File: src/rtl/mul_seq.sv
// Sequential 16x16 shift-add multiplier (low 16 bits of the product).
// Every P and M update goes through a single shared alu instance.

module alu (
  input  logic [2:0]  op,
  input  logic [15:0] a,
  input  logic [15:0] b,
  output logic [15:0] y
);

  // operation decode
  always_comb begin
    y = 16'd0;
    case (op)
      3'b000:  y = a;
      3'b001:  y = a + b;
      3'b010:  y = a - b;
      3'b011:  y = a & b;
      3'b100:  y = a | b;
      3'b101:  y = a << b[3:0];
      3'b110:  y = a >> b[3:0];
      default: y = a ^ b;
    endcase
  end

endmodule

module mul_seq (
  input  logic        i_clk,
  input  logic        i_rst,
  input  logic        i_start,
  input  logic [15:0] i_a,
  input  logic [15:0] i_b,
  output logic [15:0] o_result,
  output logic        o_busy,
  output logic        o_done
);

  typedef enum logic [1:0] {
    IDLE  = 2'd0,
    ADD   = 2'd1,
    SHIFT = 2'd2,
    DONE  = 2'd3
  } state_t;

  state_t      state_r, state_s;
  logic [15:0] p_r, p_s;
  logic [15:0] m_r, m_s;
  logic [15:0] q_r, q_s;
  logic [15:0] result_r, result_s;
  logic        busy_r, busy_s;
  logic        done_r, done_s;
  logic [2:0]  alu_op_s;
  logic [15:0] alu_a_s, alu_b_s, alu_y_s;

  alu u_alu (
    .op (alu_op_s),
    .a  (alu_a_s),
    .b  (alu_b_s),
    .y  (alu_y_s)
  );

  // next-state, datapath and registered-output decode
  always_comb begin
    state_s  = state_r;
    p_s      = p_r;
    m_s      = m_r;
    q_s      = q_r;
    result_s = result_r;
    busy_s   = 1'b0;
    done_s   = 1'b0;
    alu_op_s = 3'b001;
    alu_a_s  = p_r;
    alu_b_s  = m_r;
    case (state_r)
      IDLE: begin
        if (i_start) begin
          p_s     = 16'd0;
          m_s     = i_a;
          q_s     = i_b;
          state_s = ADD;
          busy_s  = 1'b1;
        end else begin
          state_s = IDLE;
        end
      end
      ADD: begin
        if (q_r[0]) begin
          p_s = alu_y_s;
        end else begin
          p_s = p_r;
        end
        state_s = SHIFT;
        busy_s  = 1'b1;
      end
      SHIFT: begin
        alu_op_s = 3'b101;
        alu_a_s  = m_r;
        alu_b_s  = 16'd1;
        m_s      = alu_y_s;
        q_s      = {1'b0, q_r[15:1]};
        // Done once no multiplier bits remain; P already holds the final sum.
        if (q_r[15:1] == 15'd0) begin
          state_s  = DONE;
          result_s = p_r;
          done_s   = 1'b1;
        end else begin
          state_s = ADD;
          busy_s  = 1'b1;
        end
      end
      DONE: begin
        state_s = IDLE;
      end
      default: begin
        state_s = IDLE;
      end
    endcase
  end

  // state, datapath and output registers with synchronous reset
  always_ff @(posedge i_clk) begin
    if (i_rst) begin
      state_r  <= IDLE;
      p_r      <= 16'd0;
      m_r      <= 16'd0;
      q_r      <= 16'd0;
      result_r <= 16'd0;
      busy_r   <= 1'b0;
      done_r   <= 1'b0;
    end else begin
      state_r  <= state_s;
      p_r      <= p_s;
      m_r      <= m_s;
      q_r      <= q_s;
      result_r <= result_s;
      busy_r   <= busy_s;
      done_r   <= done_s;
    end
  end

  assign o_result = result_r;
  assign o_busy   = busy_r;
  assign o_done   = done_r;

endmodule

File: config.mk
export PLATFORM = sky130hd
export DESIGN_NAME = mul_seq
export DESIGN_NICKNAME = d
export VERILOG_FILES = /design/src/rtl/mul_seq.sv
export SDC_FILE = /design/constraint.sdc
export NUM_CORES = 1
export LEC_CHECK = 0
export ABC_AREA = 1
export BUFFER_PORTS_ARGS = -buffer_cell sky130_fd_sc_hd__buf_2
export CAP_MARGIN = 40
export CELL_PAD_IN_SITES_DETAIL_PLACEMENT = 1
export CELL_PAD_IN_SITES_GLOBAL_PLACEMENT = 2
export CORE_MARGIN = 10
export CORE_UTILIZATION = 34
export DETAILED_ROUTE_END_ITERATION = 6
export GPL_TIMING_DRIVEN = 0
export PLACE_DENSITY = 0.89
export SLEW_MARGIN = 20
export SYNTH_ARGS = -nofsm -noshare
export SYNTH_HDL_FRONTEND = slang
export SYNTH_SLANG_ARGS = --single-unit
File: constraint.sdc
create_clock -name i_clk -period 3.85 [get_ports i_clk]
set_input_delay 0.5775 -clock i_clk [delete_from_list [all_inputs] [get_ports i_clk]]
set_output_delay 0.5775 -clock i_clk [all_outputs]
set_load 0.01 [all_outputs]
======== Word level (Yosys, flattened, before mapping) ========
Cells that the tools add are included.
word-level totals
  input port bits ......................... 35
  logic and storage cells ................. 53
  bits in registers ....................... 68
cells by class
  add/subtract/negate cells ............... 2
  reductions and logical operators ........ 9
  shifts and indexed selects .............. 2
  mux-type cells .......................... 18
  eq/ne operators ......................... 11
  bitwise gates (word level) .............. 4
operator list
  cell                  count
  $pmux W16 S7          1
  $mux W16              6
  $pmux W16 S2          3
  $add A16 B16 Y16      1
  $and A16 B16 Y16      1
  $or A16 B16 Y16       1
  $shl A16 B4 Y16       1
  $shr A16 B4 Y16       1
  $sub A16 B16 Y16      1
  $xor A16 B16 Y16      1
  $logic_not A15 Y1     1
  $eq A3 B3 Y1 const B  3
  $pmux W2 S4           1
  $eq A3 B2 Y1 const B  2
  $eq A2 B2 Y1 const B  2
  $mux W1               4
  $ne A2 B2 Y1 const B  2
  $reduce_and A2 Y1     2
  $reduce_bool A2 Y1    2
  $eq A3 B1 Y1 const B  1
  $logic_not A3 Y1      1
  $mux W3               1
  $pmux W1 S3           1
  $reduce_and A3 Y1     1
  5 further kinds       5

======== Depth between registers and ports, before layout ========
  depth after elaboration ................. 6
  mapped depth ............................ 23
  gate-level depth less buffers ........... 22

======== Cells and area by module ========
Synthesis repeated with hierarchy kept, for this count alone.
second synthesis, totals
  cell total of the unflattened synthesis .. 1,183
  area, all modules ....................... 7,036.7 um^2
by module, submodules not included
  module   times used  cells each  area each (um^2)
  alu      1           696         3,676.0
  mul_seq  1           487         3,360.7

======== Worst setup path after synthesis ========
Ideal clock, no wire load.
  kind .................................... register -> register
  start point ............................. register state_r[1]
  end point ............................... register p_r[9]
  path slack .............................. 1,264 ps
  cell stages (with the launch flop) ...... 18
  library setup time ...................... 132 ps
  arrival ................................. 2,454 ps
  clock period less this slack ............ 2,586 ps
  cells stage by stage .................... dfxtp_1 -> nand2_2 -> buf_6 -> buf_2 -> a21oi_1 -> nand2_1 -> o211ai_1 -> nand2_1 -> ha_1 -> nand2_1 -> inv_1 -> a21oi_1 -> nand2_1 -> a21oi_1 -> xor2_1 -> nand2_1 -> nand2_1 -> a21oi_1
between the ends
  cells in the longest elaborated chain, start to end .. 6
  elaborated cells between the ends (all ways) .. 27
  classes of those cells .................. 2 x add/sub; 10 x eq/ne; 2 x shift; 6 x mux; 3 x bitwise; 4 x reduce/logical
ends and longest elaborated chain
  what                                            RTL line  source
  start, declared                                 46        state_t state_r, state_s;
  start signal, assigned                          132       state_r <= state_s;
  $eq A2 B2 Y1                                    75        case (state_r)
  $mux W16 / $mux W3 (equally long branches)      75
  $sub A16 B16 Y16, or another cell as far along  17        3'b010: y = a - b;
  $pmux W16 S7                                    14        case (op)
  $mux W16                                        88        if (q_r[0]) begin
  $pmux W16 S2                                    75
  end signal, assigned                            133       p_r <= p_s;
  end, declared                                   47        logic [15:0] p_r, p_s;
Parallel ways exist; a longest one is shown, timed or not. The select of a mux whose other input is x is not followed.
A chain may end at the register's enable or synchronous reset.

======== Final worst setup path ========
  start point ............................. register state_r[0]
  end point ............................... register p_r[9]
The elaborated chain is that of the path after synthesis.

==> results by group <==
Drt
  • DRC errors left: 0
  • Vias per cell: 5.15
  • Antenna violation net count after detailed routing: 0
  • Wire length per cell: 16.9 microns
  • Final WL: 13.9 mm
  • DRT Pass-1 Iters: 4
  • Via count: 4,226
  • Starting DRT DRC Count: 211

STA
  • Peak Freq: 305 MHz
  • Slew headroom: 0.479
  • Final Slew Violations: 0
  • Clk_skew: 0.00524 ns
  • Setup-failing EPs final: 0
  • Final WS setup: 0.576 ns
  • Final min period: 3.27 ns
  • Part of the cycle the worst path needs: 0.850
  • Fin. Hold Viols: 0
  • RSZ-0062 raised after global routing: no
  • Setup TNS: 0 ns
  • Slew @ Worst Pin: 0.777 ns

Critical path
  • Arr. time, crit path: 3.48 ns
  • Setup crit end kind: flip-flop
  • Startpoint Class: flip-flop
  • WS Path Type: flip-flop to flip-flop
  • Crit Path Max Fanout: 10
  • Critical path required time: 4.05 ns

Placed design
  • Cells after DPL: 805
  • Post-DP Area: 0.00447 sq mm
  • Port buffer count: 52
  • HPWL after DPL: 11.0 mm
  • DP Worst Slack: 0.630 ns
  • Routability cong.: 0.911

Yosys
  • Sequential fraction of the synthesis area: 0.339
  • Synth warn: 0
  • Synth Cell Area: 0.00402 sq mm
  • Post-Syn Nets: 661
  • Synthesis-stage register bit count: 68
  • Synth unique cells: 41
  • Syn Inst Count: 609
  • Syn avg cell area: 6.60 sq um

Power and ir drop
  • Combinational share of power: 0.264
  • Worst vdd ir: 0.000219 V
  • Psw: 724 uW
  • Clk pwr share: 0.383
  • Switching Fraction: 0.328
  • P_int: 1480 uW
  • Seq pwr share: 0.353
  • Leakage: 0.00224 uW
  • P per Cell Area: 462 mW/mm^2

Finish
  • Layout fillers: 1,540
  • Proportion of layout cells with a drive suffix above 1: 0.150
  • Most common cell after layout, fill and taps aside: nand2_1
  • Final cell count without fillers: 821
  • Post-layout nets: 725
  • ANT cells: 0
  • Area Growth Syn to Fin: 18.7%
  • Finished Cell Area: 0.00477 sq mm
  • Most frequent cells in the layout: nand2_1, dfxtp_1, buf_2

GRT
  • Pin count of the biggest net entering global routing: 12
  • Global route overflow: 0
  • GRT Util Overall: 0.170
  • Initial antenna violation count: 0
  • Vias in the first global route: 4,398
  • First-pass GRT wire length: 22.5 mm

Floorplan
  • Core area: 0.0115 sq mm
  • Initial Util: 0.349
  • Die width: 129 microns
  • Die area: 0.0166 sq mm
  • Cell row count: 39
  • # IOs: 53
  • Die Y: 129 microns

CTS
  • Clock sinks: 68
  • Clock slew at reported path FFs: 0.06 ns
  • Number of H-tree levels: 3
  • TritonCTS Buffers: 9
  • Post-CTS setup buffer count: 0
  • Clk_lat worst skew: 0.34 ns
  • Clock Tree Buf Depth: 2
  • CTS tree: built
  • CTS root buffer: clkbuf_16
  • CTS Hold Buffers Added: 0
  • Cts repair resizes: 0

Outcome
  • Status: completed

Min path
  • Worst min path class: flip-flop to flip-flop

Flow run
  • Max Cap Viol: 0
## cells by family after synthesis
| logic type | after synthesis | synth area share |
|---|---|---|
| and+or+nand+nor | 270 | 0.280 |
| AOI/OAI and AO/OA | 154 | 0.215 |
| buffers and inverters | 92 | 0.0943 |
| DFF | 68 | 0.339 |
| adders and majority gates | 17 | 0.0548 |
| xor gates and xnor gates | 8 | 0.0174 |
## sequential cells by signal (all words and copies together), names as in the netlist
register / count
state_r: 2
o_result: 16
m_r: 16
o_done: 1
q_r: 16
o_busy: 1
p_r: 16
## cells in the mapped netlist, drive strengths merged
| cell type | n | share of area |
|---|---|---|
| a221oi | 1 | 0.0022 |
| fa | 1 | 0.0050 |
| a21oi | 55 | 0.068 |
| o21ai | 59 | 0.074 |
| nor2 | 42 | 0.048 |
| o21a | 2 | 0.0037 |
| nor4 | 1 | 0.0016 |
| xnor2 | 6 | 0.013 |
| xor2 | 2 | 0.0044 |
| a21o | 2 | 0.0037 |
| buf | 15 | 0.022 |
| ha | 16 | 0.050 |
| a21boi | 2 | 0.0037 |
| a31oi | 17 | 0.026 |
| o32ai | 1 | 0.0022 |
| dfxtp | 68 | 0.34 |
| o31ai | 7 | 0.014 |
| or2 | 4 | 0.0062 |
| nand2 | 185 | 0.17 |
| a32o | 1 | 0.0025 |
| inv | 65 | 0.061 |
| nor3b | 1 | 0.0019 |
| o211ai | 5 | 0.0093 |
| nor3 | 5 | 0.0075 |
| nand4 | 1 | 0.0031 |
| o21bai | 2 | 0.0037 |
| nand3 | 31 | 0.039 |
| clkbuf | 12 | 0.012 |
## routing by layer
metal  part of all wire  vias to the layer above  track usage  wire, microns
li1                   -                     2124            -              -
met1               0.44                     1982        0.208           6160
met2               0.49                      101        0.291           6740
met3              0.056                       19       0.0411            774
met4              0.014                        0       0.0488            197
met5                  0                        -            0              0
## worst paths after layout
path / start / end / slack, ns / cells after the start
max reg2reg: state_r[0] / p_r[9] / 0.58 / 18
min: o_result[3] / o_result[3] / 0.44 / 2
max: state_r[0] / p_r[9] / 0.58 / 18
min reg2reg: o_result[3] / o_result[3] / 0.44 / 2
## worst max-delay path, stage by stage, from the launching register on
cell and delay, ns:
dfxtp_1 0.37, inv_2 0.07, nand2_2 0.08, buf_6 0.15, buf_2 0.25, buf_2 0.30, buf_2 0.34, nand2_1 0.10
nand2_1 0.09, ha_1 0.28, nand2_1 0.15, inv_1 0.05, a21oi_1 0.13, nand2_1 0.19, a21oi_1 0.21, xor2_1 0.16
nand2_1 0.07, nand2_1 0.08, a21oi_1 0.06
## power groups by stage
stage,Clock (uW),Combinational [uW],Sequential [uW]
finish,844,582,779
global route,898,650,785
CTS,864,582,778
detailed placement,0,579,793
global placement,0,565,791
floorplan,0,415,784
## area by class of cell
| type | instances | area, sq um | share of cell area |
|---|---|---|---|
| repair buffers | 53 | 268 | 0.0561 |
| inverters | 65 | 244 | 0.0512 |
| flip-flops and latches | 68 | 1360 | 0.285 |
| plain buffers | 27 | 135 | 0.0283 |
| clock inverters | 4 | 47.5 | 0.00997 |
| well taps | 143 | 179 | 0.0375 |
| clock buffers | 12 | 256 | 0.0538 |
| multi-input cells | 449 | 2280 | 0.478 |
## per-stage QoR
stage / total power [uW] / hold WS (ns) / utilization
2_1_floorplan: 1200 / 0.448 / -
6_report: 2210 / 0.438 / 0.414
4_1_cts: 2220 / 0.443 / 0.414
5_1_grt: 2330 / 0.461 / 0.414
3_5_place_dp: 1370 / 0.434 / 0.388
3_3_place_gp: 1360 / 0.430 / 0.387
Power figures use the tool's default switching activity.
